File: config.mk
export PLATFORM = sky130hd
export DESIGN_NAME = uart_tx_async
export DESIGN_NICKNAME = d
export VERILOG_FILES = /design/src/rtl/uart_pkg.sv /design/src/rtl/uart_tx_bitclk.sv /design/src/rtl/uart_tx_async.sv
export SDC_FILE = /design/constraint.sdc
export NUM_CORES = 1
export LEC_CHECK = 0
export CELL_PAD_IN_SITES_DETAIL_PLACEMENT = 0
export CELL_PAD_IN_SITES_GLOBAL_PLACEMENT = 1
export CORE_MARGIN = 3
export CORE_UTILIZATION = 41
export CTS_BUF_LIST = sky130_fd_sc_hd__clkbuf_4 sky130_fd_sc_hd__clkbuf_8
export CTS_CLUSTER_DIAMETER = 30
export DETAILED_ROUTE_END_ITERATION = 6
export HOLD_SLACK_MARGIN = 0.02
export PLACE_DENSITY_LB_ADDON = 0.05
export SYNTH_ARGS = -nofsm -noshare
export SYNTH_HDL_FRONTEND = slang
export SYNTH_SLANG_ARGS = --single-unit
export TNS_END_PERCENT = 30
File: constraint.sdc
create_clock -name i_clk -period 1.85 [get_ports i_clk]
set_clock_uncertainty 0.1 [all_clocks]
set_input_delay 0.2775 -clock i_clk [delete_from_list [all_inputs] [get_ports i_clk]]
set_output_delay 0.2775 -clock i_clk [all_outputs]
set_load 0.01 [all_outputs]
File: src/rtl/uart_pkg.sv
// Shared UART definitions: transmitter FSM states, oversample and frame-size constants,
// and the parity-mode encoding also used by the receiver.
package uart_pkg;

    localparam int unsigned OVERSAMPLE = 16;
    localparam int unsigned TICK_W     = $clog2(OVERSAMPLE);
    localparam int unsigned BITS7      = 7;
    localparam int unsigned BITS8      = 8;

    typedef enum logic [2:0] {
        StIdle,
        StLoad,
        StStart,
        StData,
        StParity,
        StStop
    } uart_state_e;

    typedef enum logic {
        ParEven = 1'b0,
        ParOdd  = 1'b1
    } parity_e;

    // Index of the final data bit for the selected character length.
    function automatic logic [3:0] last_data_idx(input logic bit8);
        return bit8 ? 4'(BITS8 - 1) : 4'(BITS7 - 1);
    endfunction

endpackage

File: src/rtl/uart_tx_bitclk.sv
// Bit-period timer: counts x16 baud ticks and pulses o_bit_done on every 16th tick.
module uart_tx_bitclk
    import uart_pkg::*;
(
    input  logic i_clk,
    input  logic i_rst,
    input  logic i_baud_en,
    input  logic i_clear,
    output logic o_bit_done
);

    localparam logic [TICK_W-1:0] TickLast = TICK_W'(OVERSAMPLE - 1);

    logic [TICK_W-1:0] r_tick;

    always_ff @(posedge i_clk or posedge i_rst) begin
        if (i_rst) begin
            r_tick <= '0;
        end else if (i_clear) begin
            r_tick <= '0;
        end else if (i_baud_en) begin
            r_tick <= r_tick + TICK_W'(1);
        end
    end

    assign o_bit_done = i_baud_en && !i_clear && (r_tick == TickLast);

endmodule

File: src/rtl/uart_tx_async.sv
// UART transmitter fed by a holding register (TX_FIFO=0) or an external FIFO (TX_FIFO=1).
// Define UART_TX_TWO_STOP_EN to add the two_stop input selecting a 32-tick stop period.
module uart_tx_async
    import uart_pkg::*;
#(
    parameter int TX_FIFO = 0
) (
    input  logic       i_clk,
    input  logic       i_rst,
    input  logic       i_baud_en,
    input  logic       i_bit8,
    input  logic       i_parity_en,
    input  logic       i_odd_n_even,
`ifdef UART_TX_TWO_STOP_EN
    input  logic       i_two_stop,
`endif
    input  logic       i_wr_en,
    input  logic [7:0] i_data_in,
    input  logic       i_fifo_empty,
    output logic       o_fifo_rd,
    output logic       o_txrdy,
    output logic       o_tx,
    output logic       o_tx_busy
);

    uart_state_e r_state;
    logic [7:0]  r_hold;
    logic [7:0]  r_shift;
    logic [3:0]  r_bitcnt;
    logic        r_txrdy;
    logic        r_fifo_valid;
    logic        r_fifo_rd;
    logic        r_tx;
    logic        r_busy;
    logic        r_par;
    logic        r_bit8;
    logic        r_par_en;
    parity_e     r_par_mode;
    logic        r_stop2;

    logic w_bit_done;
    logic w_cnt_clear;
    logic w_pending;
    logic w_last_bit;
    logic w_load_go;

    assign w_pending   = (TX_FIFO != 0) ? r_fifo_valid : !r_txrdy;
    assign w_cnt_clear = (r_state == StIdle) || (r_state == StLoad);
    assign w_last_bit  = (r_bitcnt == last_data_idx(r_bit8));
    // A pending byte goes straight from the final stop tick into LOAD, so no idle bit appears.
    assign w_load_go   = i_baud_en && w_pending &&
                         ((r_state == StIdle) ||
                          ((r_state == StStop) && w_bit_done && !r_stop2));

    uart_tx_bitclk u_bitclk (
        .i_clk      (i_clk),
        .i_rst      (i_rst),
        .i_baud_en  (i_baud_en),
        .i_clear    (w_cnt_clear),
        .o_bit_done (w_bit_done)
    );

    always_ff @(posedge i_clk or posedge i_rst) begin
        if (i_rst) begin
            r_state      <= StIdle;
            r_hold       <= '0;
            r_shift      <= '0;
            r_bitcnt     <= '0;
            r_txrdy      <= 1'b1;
            r_fifo_valid <= 1'b0;
            r_fifo_rd    <= 1'b0;
            r_tx         <= 1'b1;
            r_busy       <= 1'b0;
            r_par        <= 1'b0;
            r_bit8       <= 1'b1;
            r_par_en     <= 1'b0;
            r_par_mode   <= ParEven;
            r_stop2      <= 1'b0;
        end else begin
            unique case (r_state)
                StIdle: begin
                    if (w_load_go) r_state <= StLoad;
                end
                StLoad: begin
                    if (i_baud_en) begin
                        r_state <= StStart;
                        r_tx    <= 1'b0;
                        r_busy  <= 1'b1;
                    end
                end
                StStart: begin
                    if (w_bit_done) begin
                        r_state <= StData;
                        r_tx    <= r_shift[0];
                    end
                end
                StData: begin
                    if (w_bit_done) begin
                        r_par    <= r_par ^ r_shift[0];
                        r_shift  <= r_shift >> 1;
                        r_bitcnt <= r_bitcnt + 4'd1;
                        if (!w_last_bit) begin
                            r_tx <= r_shift[1];
                        end else if (r_par_en) begin
                            r_state <= StParity;
                            r_tx    <= r_par ^ r_shift[0] ^ (r_par_mode == ParOdd);
                        end else begin
                            r_state <= StStop;
                            r_tx    <= 1'b1;
                        end
                    end
                end
                StParity: begin
                    if (w_bit_done) begin
                        r_state <= StStop;
                        r_tx    <= 1'b1;
                    end
                end
                StStop: begin
                    if (w_bit_done) begin
                        if (r_stop2) begin
                            r_stop2 <= 1'b0;
                        end else begin
                            r_busy  <= 1'b0;
                            r_state <= w_load_go ? StLoad : StIdle;
                        end
                    end
                end
                default: r_state <= StIdle;
            endcase

            // Frame configuration is frozen here for the whole frame.
            if (w_load_go) begin
                r_shift      <= r_hold;
                r_bitcnt     <= '0;
                r_par        <= 1'b0;
                r_bit8       <= i_bit8;
                r_par_en     <= i_parity_en;
                r_par_mode   <= parity_e'(i_odd_n_even);
`ifdef UART_TX_TWO_STOP_EN
                r_stop2      <= i_two_stop;
`endif
                r_txrdy      <= 1'b1;
                r_fifo_valid <= 1'b0;
            end

            if (TX_FIFO != 0) begin
                r_txrdy   <= !i_fifo_empty;
                r_fifo_rd <= (r_state == StIdle) && !i_fifo_empty && !r_fifo_valid &&
                             !r_fifo_rd;
                if (r_fifo_rd) begin
                    r_hold       <= i_data_in;
                    r_fifo_valid <= 1'b1;
                end
            end else if (i_wr_en) begin
                // A write in the LOAD cycle wins: the new byte stays pending for the next frame.
                r_hold  <= i_data_in;
                r_txrdy <= 1'b0;
            end
        end
    end

    assign o_fifo_rd = r_fifo_rd;
    assign o_txrdy   = r_txrdy;
    assign o_tx      = r_tx;
    assign o_tx_busy = r_busy;

endmodule

# After elaboration in Yosys (flattened, before gate mapping)
# Index checks and enable logic that the tools add are counted.
[op_classes]
n_addsub = 2
eq_ne = 14
mux = 34
bitwise_logic = 2
reduce_logical = 20
[op_table]
columns = ["operator", "count"]
rows = [
  ["$mux W8", 3],
  ["$mux W3", 7],
  ["$mux W4", 5],
  ["$pmux W3 S6", 1],
  ["$mux W1", 16],
  ["$ne A2 B2 Y1 const B", 7],
  ["$reduce_bool A2 Y1", 5],
  ["$add A4 B1 Y4 const B", 2],
  ["$reduce_and A7 Y1", 1],
  ["$eq A3 B2 Y1 const B", 2],
  ["$eq A3 B3 Y1 const B", 2],
  ["$logic_and A1 B1 Y1", 5],
  ["$reduce_and A5 Y1", 1],
  ["$eq A4 B3 Y1", 1],
  ["$eq A4 B4 Y1 const B", 1],
  ["$pmux W1 S4", 1],
  ["$reduce_bool A4 Y1", 1],
  ["$eq A3 B1 Y1 const B", 1],
  ["$logic_not A3 Y1", 1],
  ["$reduce_and A3 Y1", 1],
  ["$logic_not A1 Y1", 2],
  ["$logic_or A1 B1 Y1", 2],
  ["$pmux W1 S2", 1],
  ["$reduce_and A2 Y1", 1],
  ["$xor A1 B1 Y1", 2],
]
[word_totals]
ff_bits = 34
in_bits = 16
out_inout_bits = 4

# Depth between registers and ports, before layout
# Gate-level depths: netlist of run 1.
[logic_depth]
ltp_word = 11
mapped_depth = 7
mapped_depth_nobuf = 5

# Cells and area by module
# From an unflattened synthesis of run 1, not the netlist that was laid out.
[hier_totals]
hier_cells = 155
hier_area_um2 = 1692.9
[by_module_without_submodules]
columns = ["module", "n_inst", "cells_per_inst", "area_each_um2", "seq_area_each_um2"]
rows = [
  ["uart_tx_async", 1, 134, 1468.9, 754.5],
  ["uart_tx_bitclk", 1, 21, 224.0, 100.1],
]

# Worst setup path after synthesis of run 1
# No wires, ideal clock.
[synth_path]
kind = "reg-to-reg"
startpoint = "register u_bitclk.r_tick[0]"
endpoint = "register r_shift[1]"
setup_time_ns = 0.126
arrival_ns = 1.657
t_required_ns = 1.624
setup_slack_ns = -0.033
stages_incl_launch_ff = 8
cell_sequence = "dfrtp_1 -> ha_1 -> and3_1 -> buf_6 -> a31oi_4 -> nor3_4 -> buf_6 -> a221o_1"
[synth_via]
elab_chain_cells = 7
[synth_lines]
columns = ["item", "line", "text"]
rows = [
  ["start: declaration", "uart_tx_bitclk.sv:14", "logic [TICK_W-1:0] r_tick;"],
  ["start signal: assignment", "uart_tx_bitclk.sv:22", "r_tick <= r_tick + TICK_W'(1);"],
  ["$eq A4 B4 Y1 (*)", "uart_tx_bitclk.sv:26", "assign o_bit_done = i_baud_en && !i_clear && (r_tick == TickLast);"],
  ["$logic_and A1 B1 Y1 (*)", "uart_tx_bitclk.sv:26", ""],
  ["$logic_and A1 B1 Y1", "uart_tx_async.sv:53", "((r_state == StStop) && w_bit_done && !r_stop2));"],
  ["$logic_or A1 B1 Y1", "uart_tx_async.sv:52", "((r_state == StIdle) ||"],
  ["$logic_and A1 B1 Y1", "uart_tx_async.sv:51", "assign w_load_go = i_baud_en && w_pending &&"],
  ["$reduce_bool A2 Y1 (no line)", "-", ""],
  ["$reduce_and A2 Y1 (no line)", "-", ""],
  ["end signal: assignment", "uart_tx_async.sv:100", "r_shift <= r_shift >> 1;"],
  ["end signal: assignment", "uart_tx_async.sv:134", "r_shift <= r_hold;"],
  ["end: declaration", "uart_tx_async.sv:28", "logic [7:0] r_shift;"],
]
# Every way passes the cells marked *; elsewhere a longest branch is shown, timed or not.
# A chain may end at the register's enable or synchronous reset.

# Worst setup path in the final report of run 1
[layout_path]
startpoint = "register u_bitclk.r_tick[0]"
endpoint = "register r_par_en"
[layout_via]
elab_chain_cells = 5
[layout_lines]
columns = ["item", "line", "text"]
rows = [
  ["$eq A4 B4 Y1", "uart_tx_bitclk.sv:26", ""],
  ["$logic_and A1 B1 Y1", "uart_tx_bitclk.sv:26", ""],
  ["$logic_and A1 B1 Y1", "uart_tx_async.sv:53", ""],
  ["$logic_or A1 B1 Y1", "uart_tx_async.sv:52", ""],
  ["$logic_and A1 B1 Y1", "uart_tx_async.sv:51", ""],
  ["end signal: assignment", "uart_tx_async.sv:138", "r_par_en <= i_parity_en;"],
  ["end: declaration", "uart_tx_async.sv:37", "logic r_par_en;"],
]
# Every way passes these cells.

==> results of run 1 <==
-- final timing paths --
| check | start | slack (ns) | endpoint | cells after the start |
|---|---|---|---|---|
| setup / recovery | u_bitclk.r_tick[0]$_DFFE_PP0P_ | 0.05 | r_par_en$_DFFE_PP0N_ | 6 |
| hold reg to reg | r_hold[1]$_DFFE_PP0P_ | 0.41 | r_shift[1]$_DFFE_PP0P_ | 1 |
| setup reg to reg | u_bitclk.r_tick[0]$_DFFE_PP0P_ | 0.05 | r_par_en$_DFFE_PP0N_ | 6 |
| hold / removal | i_rst | 0.28 | o_tx_busy$_DFFE_PP0P_ | 3 |
| max in group asynchronous | i_rst | 1.04 | o_tx$_DFFE_PP1P_ | 3 |
| min in group i_clk | r_hold[1]$_DFFE_PP0P_ | 0.41 | r_shift[1]$_DFFE_PP0P_ | 1 |
-- metal layers --
metal	up-vias	GRT usage (%)	wire (microns)
li1	630	-	-
met1	642	21.4	1770
met2	28	23.5	1720
met3	5	4.26	145
met4	0	5.01	39
met5	-	0	0
-- critical path: stages (launching register included) --
cell and delay, ns:
dfrtp_1 0.37, ha_2 0.18, and3_4 0.21, a31oi_4 0.11, nor3_4 0.24, buf_12 0.17, mux2_4 0.30
-- state kept, by name, indices dropped and copies added, names as in the netlist --
signal,cells
r_shift,8
r_bitcnt,4
r_par,1
u_bitclk.r_tick,4
r_par_mode,1
o_txrdy,1
r_bit8,1
r_par_en,1
o_tx_busy,1
o_tx,1
r_state,3
r_hold,8
-- synth_stat cells --
library cell | number | share of area [%]
a21oi_1 | 1 | 0.29
inv_1 | 5 | 1.1
a31oi_4 | 1 | 1.2
conb_1 | 1 | 0.22
buf_6 | 3 | 2.0
o21ai_0 | 6 | 1.8
mux2_2 | 12 | 7.9
o21ba_2 | 1 | 0.58
a311o_1 | 1 | 0.58
clkbuf_1 | 4 | 0.88
and4b_1 | 1 | 0.58
buf_2 | 1 | 0.29
nand2b_1 | 3 | 1.1
nand4b_1 | 1 | 0.51
dfrtp_1 | 31 | 45
a311oi_1 | 1 | 0.51
a31oi_1 | 1 | 0.36
nor3_4 | 1 | 0.95
nor3b_1 | 2 | 0.88
a221o_1 | 6 | 3.5
mux2i_1 | 2 | 1.2
nor3_1 | 2 | 0.58
a211oi_1 | 1 | 0.44
xnor2_1 | 4 | 2.0
o31a_1 | 1 | 0.51
nand2_1 | 9 | 2.0
o31ai_1 | 1 | 0.44
nor2_1 | 16 | 3.5
nand3_1 | 4 | 1.2
and4_2 | 1 | 0.58
a221oi_1 | 1 | 0.51
buf_4 | 2 | 0.88
nand4_1 | 3 | 1.1
a2111oi_0 | 1 | 0.51
dfstp_2 | 3 | 4.6
nor4_1 | 1 | 0.36
and3_1 | 2 | 0.73
ha_1 | 2 | 1.5
xor2_1 | 6 | 3.1
and2_2 | 1 | 0.44
nor4b_1 | 1 | 0.51
and3_2 | 6 | 2.6
o21bai_1 | 1 | 0.44
-- area by class of cell --
cell class              count  share of cell area (%)
clock inverters             2                   0.560
inverters                   5                   0.840
well taps                  48                    2.69
flip-flops and latches     34                    38.2
repair buffers             45                    18.4
multi-input cells         105                    35.6
clock buffers               6                    3.70
-- where the power goes --
part	total (W)	switching, W	internal (W)	leakage, nW
clock	0.000577	0.000278	0.000299	0.0472
sequential	0.00110	0.000144	0.000956	0.415
combinational	0.000794	0.000333	0.000461	0.533
total	0.00247	0.000755	0.00172	0.995
-- what timing repair did --
action | CTS | global route
buffers inserted | 0 | 3
gates resized for setup | 1 | 7
gates cloned | 0 | 1
endpoints found under the hold margin | 0 | 0
pin swaps | 1 | 4
endpoints found under the setup margin | 9 | 10
-- stage by stage --
stage	cell area, sq um	power, W	setup slack [ns]	util (%)	cells
2_1_floorplan	1720	0.00155	0.00633	-	154
3_3_place_gp	2070	0.00180	-0.157	53.8	233
3_5_place_dp	2070	0.00184	-0.189	53.8	233
4_1_cts	2170	0.00243	0.00994	56.3	241
5_1_grt	2230	0.00264	-0.0224	58.0	245
6_report	2230	0.00247	0.0513	58.0	245
-- cells by family (layout without fill, tap and decap cells) --
logic type	after synthesis	in the layout	share of synthesized area [%]
other cells	1	1	0.219
compound gates	24	24	11.7
flops	34	34	49.8
buf+inv	15	58	5.10
xor+xnor	10	10	5.11
fa+ha+maj	2	2	1.46
mux	14	14	9.04
simple gates	54	54	17.6
==> results.sh, run 1 <==
export IMPL_total_leakage_power_nw=0.995
export IMPL_irDropWorstVdd_v=0.000539
export IMPL_crit_type="reg2reg"
export IMPL_cts_buffers=5
export IMPL_outcome="complete, no violations"
export IMPL_period_needed_ns=1.80
export IMPL_drive_above_1_share_pct=33.0
export IMPL_final_cell_mix="dfrtp_1, buf_4, clkdlybuf4s50_1, nor2_1"
export IMPL_place_congestion=0.864
export IMPL_hold_path_class="in2async"
export IMPL_max_cap_viol_count=0
export IMPL_drc=0
export IMPL_max_freq_mhz=556
export IMPL_cts_buffer_depth=2
export IMPL_finalNetCount=214
export IMPL_wl_per_cell_microns=15.0
export IMPL_syn_area_per_cell_sq_um=11.1
export IMPL_dieArea_sq_mm=0.00500
export IMPL_multi_input_area_sq_um=796
export IMPL_grt_max_degree=35
export IMPL_grt_pass1_wl_mm=6.06
export IMPL_cp_data_arrival_time_ns=1.87
export IMPL_drtIter0Drc=82
export IMPL_endpoint_kind="register"
export IMPL_placement_io_buffers=17
export IMPL_clk_pin_slew_worst_paths_ns=0.07
export IMPL_clockRootBuffer="clkbuf_8"
export IMPL_cts_tree="built"
export IMPL_diodes=0
export IMPL_first_global_vias=1252
export IMPL_finalWirelength_mm=3.68
export IMPL_crit_required_ns=1.92
export IMPL_core_sq_mm=0.00385
export IMPL_synth_distinct_cells=43
export IMPL_cts_hold_buf=0
export IMPL_overflow=0
export IMPL_netlist_instances=154
export IMPL_firstDrtPassIters=4
export IMPL_area_growth_pct=30.3
export IMPL_rsz0062_at_grt="yes"
export IMPL_fin_hold_ws_ns=0.284
export IMPL_cts_sinks=34
export IMPL_timing_setup_tns_ns=0
export IMPL_finalCritPeriodShare_pct=97.2
export IMPL_yosysWarnings=1
export IMPL_antenna_found_initial=0
export IMPL_syn_area_sq_mm=0.00172
export IMPL_clk_latency_ns=0.29
export IMPL_ant_nets=0
export IMPL_yosys_register_bits=34
export IMPL_final_common_cell="dfrtp_1"
export IMPL_die_x_microns=70.7
export IMPL_powerDensity_mw_per_mm2=1110
export IMPL_start_util_pct=44.5
export IMPL_startpoint_type="register"
export IMPL_seq_area_frac_synth_pct=49.8
export IMPL_io_pins=20
export IMPL_hpwl_mm=2.58
export IMPL_die_h_microns=70.7
export IMPL_grt_util_all_layers_pct=15.5
export IMPL_drv_slew=0
export IMPL_cp_max_fo=8
export IMPL_hold_viol=0
export IMPL_report_final_setup_viol=0
export IMPL_htreeDepth=2
export IMPL_vias_per_cell=5.33
export IMPL_seq_area_sq_um=855
export IMPL_vias=1305
export IMPL_placementRows=22
export IMPL_n_fill_cell=352
export IMPL_syn_num_nets=172
No activity file was read; power rests on OpenSTA's default activity.
==> run 2, diff against run 1 <==
- CAP_MARGIN: not set -> 30
==> results of run 2 <==
Final layout, timing and power as in run 1 (identical DEF).
